**config.mk**
```make
export PLATFORM = sky130hd
export DESIGN_NAME = rom_passcode_verifier
export DESIGN_NICKNAME = d
export VERILOG_FILES = /design/src/rtl/rom_passcode_verifier.sv
export SDC_FILE = /design/constraint.sdc
export NUM_CORES = 1
export LEC_CHECK = 0
export BUFFER_PORTS_ARGS = -buffer_cell sky130_fd_sc_hd__buf_4
export CORE_MARGIN = 3
export CORE_UTILIZATION = 35
export CTS_CLUSTER_SIZE = 12
export DETAILED_ROUTE_END_ITERATION = 10
export GPL_TIMING_DRIVEN = 0
export PLACE_DENSITY_LB_ADDON = 0.3
export SYNTH_ARGS = -nofsm -noshare
export SYNTH_HDL_FRONTEND = slang
export SYNTH_SLANG_ARGS = --single-unit
```
**constraint.sdc**
```tcl
create_clock -name clk -period 2.6 [get_ports clk]
set_input_delay 0.65 -clock clk [delete_from_list [all_inputs] [get_ports clk]]
set_output_delay 0.65 -clock clk [all_outputs]
set_load 0.1 [all_outputs]
```
**src/rtl/rom_passcode_verifier.sv**
```systemverilog
// rom_passcode_verifier: multi-digit passcode checker against an external synchronous ROM.
// Each accepted Password_Enter rising edge consumes one digit. The digit is compared with
// the ROM word at BASE_ADDR + digit index. A mismatch on any digit fails the whole attempt.
// Optional feature macro: ROM_PASSCODE_LOCKOUT_EN. It locks out strobes for LOCK_CYCLES
// cycles after MAX_FAILS consecutive failed attempts.
//
// Ports:
//   clk            system clock, rising edge
//   rst            synchronous reset, active-high
//   Password_Enter digit strobe, only the 0->1 transition seen in IDLE is accepted
//   Password       digit value, latched on an accepted strobe
//   Logout         level, leaves the logged-in state
//   q_ROM          ROM read data, sampled ROM_LAT cycles after ROM_addr changes
//   ROM_addr       ROM read address
//   Busy           high while a digit fetch/compare is in flight
//   Logged_In      high while authenticated
//   Logged_Out     complement of Logged_In
//   Passed         one-cycle pulse on a successful attempt
//   Failed         one-cycle pulse on a failed attempt
//   Locked         high during lockout (tied low without the lockout feature)
module rom_passcode_verifier #(
  parameter int unsigned DIGIT_W     = 4,
  parameter int unsigned NUM_DIGITS  = 4,
  parameter int unsigned ADDR_W      = 5,
  parameter int unsigned BASE_ADDR   = 0,
  parameter int unsigned ROM_LAT     = 2,
  parameter int unsigned MAX_FAILS   = 3,
  parameter int unsigned LOCK_CYCLES = 1000
) (
  input  logic               clk,
  input  logic               rst,
  input  logic               Password_Enter,
  input  logic [DIGIT_W-1:0] Password,
  input  logic               Logout,
  input  logic [DIGIT_W-1:0] q_ROM,
  output logic [ADDR_W-1:0]  ROM_addr,
  output logic               Busy,
  output logic               Logged_In,
  output logic               Logged_Out,
  output logic               Passed,
  output logic               Failed,
  output logic               Locked
);

  localparam int unsigned IDX_W  = (NUM_DIGITS > 1) ? $clog2(NUM_DIGITS) : 1;
  // Wait counter holds ROM_LAT-1 down to 0.
  localparam int unsigned WAIT_W = (ROM_LAT > 1) ? $clog2(ROM_LAT) : 1;

  localparam logic [IDX_W-1:0]  LAST_IDX  = IDX_W'(NUM_DIGITS - 1);
  localparam logic [WAIT_W-1:0] WAIT_INIT = WAIT_W'(ROM_LAT - 1);
  localparam logic [ADDR_W-1:0] BASE      = ADDR_W'(BASE_ADDR);

  // Elaboration-time parameter sanity checks.
  if (NUM_DIGITS < 1) begin : g_chk_digits
    $error("rom_passcode_verifier: NUM_DIGITS must be >= 1");
  end
  if (ROM_LAT < 1) begin : g_chk_lat
    $error("rom_passcode_verifier: ROM_LAT must be >= 1");
  end
  if (BASE_ADDR + NUM_DIGITS > (1 << ADDR_W)) begin : g_chk_addr
    $error("rom_passcode_verifier: passcode does not fit in the ROM address space");
  end
  if (MAX_FAILS < 1 || LOCK_CYCLES < 1) begin : g_chk_lock
    $error("rom_passcode_verifier: MAX_FAILS and LOCK_CYCLES must be >= 1");
  end

  typedef enum logic [2:0] {
    S_IDLE      = 3'd0,
    S_FETCH     = 3'd1,
    S_ROM_WAIT  = 3'd2,
    S_COMPARE   = 3'd3,
    S_NEXT      = 3'd4,
    S_VERIFY    = 3'd5,
    S_LOGGED_IN = 3'd6,
    S_LOCKED    = 3'd7
  } state_t;

  state_t              state, state_n;
  logic                pe_q;
  logic [DIGIT_W-1:0]  digit_q, digit_n;
  logic [DIGIT_W-1:0]  word_q, word_n;
  logic [IDX_W-1:0]    idx_q, idx_n;
  logic                mismatch_q, mismatch_n;
  logic [WAIT_W-1:0]   wait_q, wait_n;
  logic [ADDR_W-1:0]   rom_addr_q, rom_addr_n;
  logic                busy_q, busy_n;
  logic                logged_in_q, logged_in_n;
  logic                passed_q, passed_n;
  logic                failed_q, failed_n;
  logic                strobe_rise_c;

`ifdef ROM_PASSCODE_LOCKOUT_EN
  localparam int unsigned FAIL_W = $clog2(MAX_FAILS + 1);
  localparam int unsigned LOCK_W = (LOCK_CYCLES > 1) ? $clog2(LOCK_CYCLES) : 1;
  localparam logic [LOCK_W-1:0] LOCK_INIT = LOCK_W'(LOCK_CYCLES - 1);

  logic [FAIL_W-1:0] fail_cnt_q, fail_cnt_n;
  logic [LOCK_W-1:0] lock_cnt_q, lock_cnt_n;
  logic              locked_q, locked_n;
`endif

  // Rising edge of the strobe relative to its registered copy.
  assign strobe_rise_c = Password_Enter & ~pe_q;

  // State and datapath registers.
  always_ff @(posedge clk) begin
    if (rst) begin
      state       <= S_IDLE;
      pe_q        <= 1'b0;
      digit_q     <= '0;
      word_q      <= '0;
      idx_q       <= '0;
      mismatch_q  <= 1'b0;
      wait_q      <= '0;
      rom_addr_q  <= BASE;
      busy_q      <= 1'b0;
      logged_in_q <= 1'b0;
      passed_q    <= 1'b0;
      failed_q    <= 1'b0;
`ifdef ROM_PASSCODE_LOCKOUT_EN
      fail_cnt_q  <= '0;
      lock_cnt_q  <= '0;
      locked_q    <= 1'b0;
`endif
    end else begin
      state       <= state_n;
      pe_q        <= Password_Enter;
      digit_q     <= digit_n;
      word_q      <= word_n;
      idx_q       <= idx_n;
      mismatch_q  <= mismatch_n;
      wait_q      <= wait_n;
      rom_addr_q  <= rom_addr_n;
      busy_q      <= busy_n;
      logged_in_q <= logged_in_n;
      passed_q    <= passed_n;
      failed_q    <= failed_n;
`ifdef ROM_PASSCODE_LOCKOUT_EN
      fail_cnt_q  <= fail_cnt_n;
      lock_cnt_q  <= lock_cnt_n;
      locked_q    <= locked_n;
`endif
    end
  end

  // Next-state and next-output logic.
  always_comb begin
    state_n     = state;
    digit_n     = digit_q;
    word_n      = word_q;
    idx_n       = idx_q;
    mismatch_n  = mismatch_q;
    wait_n      = wait_q;
    rom_addr_n  = rom_addr_q;
    busy_n      = busy_q;
    logged_in_n = logged_in_q;
    passed_n    = 1'b0;
    failed_n    = 1'b0;
`ifdef ROM_PASSCODE_LOCKOUT_EN
    fail_cnt_n  = fail_cnt_q;
    lock_cnt_n  = lock_cnt_q;
    locked_n    = locked_q;
`endif

    unique case (state)
      S_IDLE: begin
        // Busy rises with the accepted strobe so it covers the whole digit.
        if (strobe_rise_c) begin
          digit_n = Password;
          busy_n  = 1'b1;
          state_n = S_FETCH;
        end
      end

      S_FETCH: begin
        rom_addr_n = BASE + ADDR_W'(idx_q);
        busy_n     = 1'b1;
        wait_n     = WAIT_INIT;
        state_n    = S_ROM_WAIT;
      end

      S_ROM_WAIT: begin
        if (wait_q == '0) begin
          word_n  = q_ROM;
          state_n = S_COMPARE;
        end else begin
          wait_n = wait_q - WAIT_W'(1);
        end
      end

      S_COMPARE: begin
        // Sticky: only ever set here, cleared when the attempt is verified.
        if (digit_q != word_q) begin
          mismatch_n = 1'b1;
        end
        state_n = S_NEXT;
      end

      S_NEXT: begin
        busy_n = 1'b0;
        if (idx_q == LAST_IDX) begin
          state_n = S_VERIFY;
        end else begin
          idx_n   = idx_q + IDX_W'(1);
          state_n = S_IDLE;
        end
      end

      S_VERIFY: begin
        idx_n      = '0;
        mismatch_n = 1'b0;
        busy_n     = 1'b0;
        if (!mismatch_q) begin
          passed_n    = 1'b1;
          logged_in_n = 1'b1;
          state_n     = S_LOGGED_IN;
`ifdef ROM_PASSCODE_LOCKOUT_EN
          fail_cnt_n  = '0;
`endif
        end else begin
          failed_n = 1'b1;
          state_n  = S_IDLE;
`ifdef ROM_PASSCODE_LOCKOUT_EN
          fail_cnt_n = fail_cnt_q + FAIL_W'(1);
          if (32'(fail_cnt_q) + 32'd1 >= 32'(MAX_FAILS)) begin
            locked_n   = 1'b1;
            lock_cnt_n = LOCK_INIT;
            state_n    = S_LOCKED;
          end
`endif
        end
      end

      S_LOGGED_IN: begin
        if (Logout) begin
          logged_in_n = 1'b0;
          state_n     = S_IDLE;
        end
      end

      S_LOCKED: begin
`ifdef ROM_PASSCODE_LOCKOUT_EN
        if (lock_cnt_q == '0) begin
          locked_n   = 1'b0;
          fail_cnt_n = '0;
          state_n    = S_IDLE;
        end else begin
          lock_cnt_n = lock_cnt_q - LOCK_W'(1);
        end
`else
        state_n = S_IDLE;
`endif
      end

      default: state_n = S_IDLE;
    endcase
  end

  assign ROM_addr   = rom_addr_q;
  assign Busy       = busy_q;
  assign Logged_In  = logged_in_q;
  assign Logged_Out = ~logged_in_q;
  assign Passed     = passed_q;
  assign Failed     = failed_q;
`ifdef ROM_PASSCODE_LOCKOUT_EN
  assign Locked     = locked_q;
`else
  assign Locked     = 1'b0;
`endif

endmodule

```
==> metrics.yaml <==
critPathMaxStageDelay_ps: 340
synth_cell_types: 35
initial_utilization_pct: 38.8
drtIter0Drc: 20
period_needed_ps: 1630
internal-power_mw: 0.466
dominantRegCellSynth: "dfxtp_1"
rsz0062_at_grt: "no"
clock_path_buffers: 2
antenna_found_initial: 0
cts_root_buffer: "clkbuf_4"
ys_top_cells_by_area: "dfxtp_1 (43%), nor2b_1 (6.1%), mux2i_1 (5.9%)"
p_clk_share_pct: 22.6
routabilityCongestion: 0.733
critical_path_class: "flop to output pin"
gr-total-overflow: 0
synth_edf_count: 0
numPortBuffers: 18
die_y_um: 60.1
power.total_mw: 0.670
finalInstanceArea_um2: 1230
ctsResizeCount: 0
layout_common_cells: "buf_4 (23), dfxtp_1 (22), nor2b_1 (10), a21oi_1 (9), nor2_1 (8)"
hold_path.class: "flop to flop"
cts_tree: "yes"
finClkSkew_ps: 9.83
grt_max_degree: 12
cts_setup_buffers: 0
max-cap-violations: 0
syn-cell-area_um2: 1020
drt_wl_total_um: 1990
comb_power_share_pct: 22.6
finalHoldViolCount: 0
whs_ps: 503
final_common_cell: "buf_4"
slowest_stage: "dfxtp_1"
cts_hold_buf: 0
synth_area_leader_cell: "dfxtp_1"
dpl.hpwl_um: 1510
synth_top_area_share_pct: 43.0
die_w_um: 60.1
numCtsBuffers: 3
leakage_nw: 0.502
clk_pin_slew_ps: 120
path_buf_inv: 2
tns_ps: 0
firstDrtPassIters: 4
cp_cell_sequence: "inv_1 -> buf_4"
ff2ff_setup_slack_ps: 1210
dp.cells: 163
swShare_pct: 30.5
peakVddDrop_mv: 0.374
fin_cells: 166
grt_usage_pct: 12.4
place_area_um2: 1210
post-route-period-util_pct: 62.6
status: "finished clean"
crit_path_start_kind: "flop"
drive_above_1_share_pct: 23.5
drt.antenna.violating_nets: 0
num_vias: 832
yosysSeqAreaShare_pct: 43.0
worstPathMaxFanout: 3
grt_pass1_vias: 748
async_reset_ff_share_pct: 0
cts_max_level: 1
layout.nets: 151
cellPowerDensity_nw_per_um2: 545
coreArea_um2: 2640
wl_per_cell_um: 12.0
ys_seq_elements: 22
cp_data_arrival_time_ps: 980
ioPinCount: 23
end_kind: "output pin"
power_frac_seq_pct: 54.8
drv_slew: 0
fp-row-count: 18
synthCells: 112
grt_pass1_wl_um: 3300
viasPerCell: 5.01
syn_area_per_cell_um2: 9.14
yosysWarnings: 0
required_ps: 1950
die_area_um2: 3610
power_switching_mw: 0.204
area_growth_pct: 20.2
setup-violations-final: 0
drc: 0
clk_latency_ps: 310
antenna_cells: 0
critPathTopFamily: "flip-flops"
clock-sinks: 22
timing.fmax_mhz: 615
-- cells in the mapped netlist, types with 2 or more instances --
cell type,count
nor2_1,8
o21ai_0,3
nor2b_1,10
nand2_1,4
nand3b_1,2
a21oi_1,9
buf_2,2
buf_4,5
xnor2_1,4
dfxtp_1,22
nand3_1,5
clkbuf_1,2
mux2i_1,6
inv_1,2
o21ai_1,6
nor3_1,3
-- state kept, by name (all words and copies together), names as in the netlist --
signal,flops
mismatch_q,1
idx_q,2
Passed,1
wait_q,1
Busy,1
digit_q,4
Failed,1
Logged_In,1
ROM_addr,2
word_q,4
state,3
pe_q,1
-- per-layer routing --
layer	share of wire, %	vias to the layer above	track usage [%]
li1	-	430	-
met2	47	15	18.7
met1	46	383	15.9
met5	0	-	0
met4	1.2	0	3.80
met3	5.2	4	5.18
-- layout make-up --
cell class / count / area (um^2)
Tap cell: 30 / 37.5
Timing Repair Buffer: 18 / 135
Sequential cell: 22 / 440
Inverter: 2 / 7.51
Multi-Input combinational cell: 81 / 528
Clock buffer: 3 / 22.5
Buffer: 10 / 58.8
Fill cell: 268 / 1410
-- final timing paths --
check | start | depth (start not counted) | end
worst max-delay path | Logged_In$_SDFFE_PP0P_ | 2 | Logged_Out
worst min-delay path | mismatch_q$_SDFFE_PP0P_ | 1 | Passed$_SDFF_PP0_
worst max register to register | state[0]$_SDFFE_PP0P_ | 4 | mismatch_q$_SDFFE_PP0P_
worst min register to register | mismatch_q$_SDFFE_PP0P_ | 1 | Passed$_SDFF_PP0_
-- cells by family after synthesis --
group,after synthesis,share of synthesized area [%]
simple gates,42,26.2
other cells,1,0.366
compound gates,24,13.4
xor+xnor,4,3.42
flops,22,43.0
buf+inv,12,6.48
fa+ha+maj,1,1.22
mux,6,5.87
-- worst reg2reg max path, stage by stage (launching register included) --
cell and delay, ps:
dfxtp_1 320, buf_2 180, buf_1 370, nand3b_1 180, a32o_1 230
-- power groups by stage --
stage	combinational, mW	clock (mW)	sequential [mW]
after floorplan	0.104	0	0.388
after global placement	0.150	0	0.375
after detailed placement	0.152	0	0.375
after CTS	0.152	0.159	0.368
after global routing	0.163	0.171	0.369
final	0.151	0.151	0.368
-- through the flow --
| step | utilization, % | worst slack [ps] |
|---|---|---|
| final | 46.7 | 973 |
| after detailed placement | 45.8 | 1000 |
| after floorplan | - | 317 |
| after global placement | 45.8 | 1040 |
| after CTS | 46.7 | 963 |
| after global routing | 46.7 | 925 |
(Power assumes the default switching activity.)
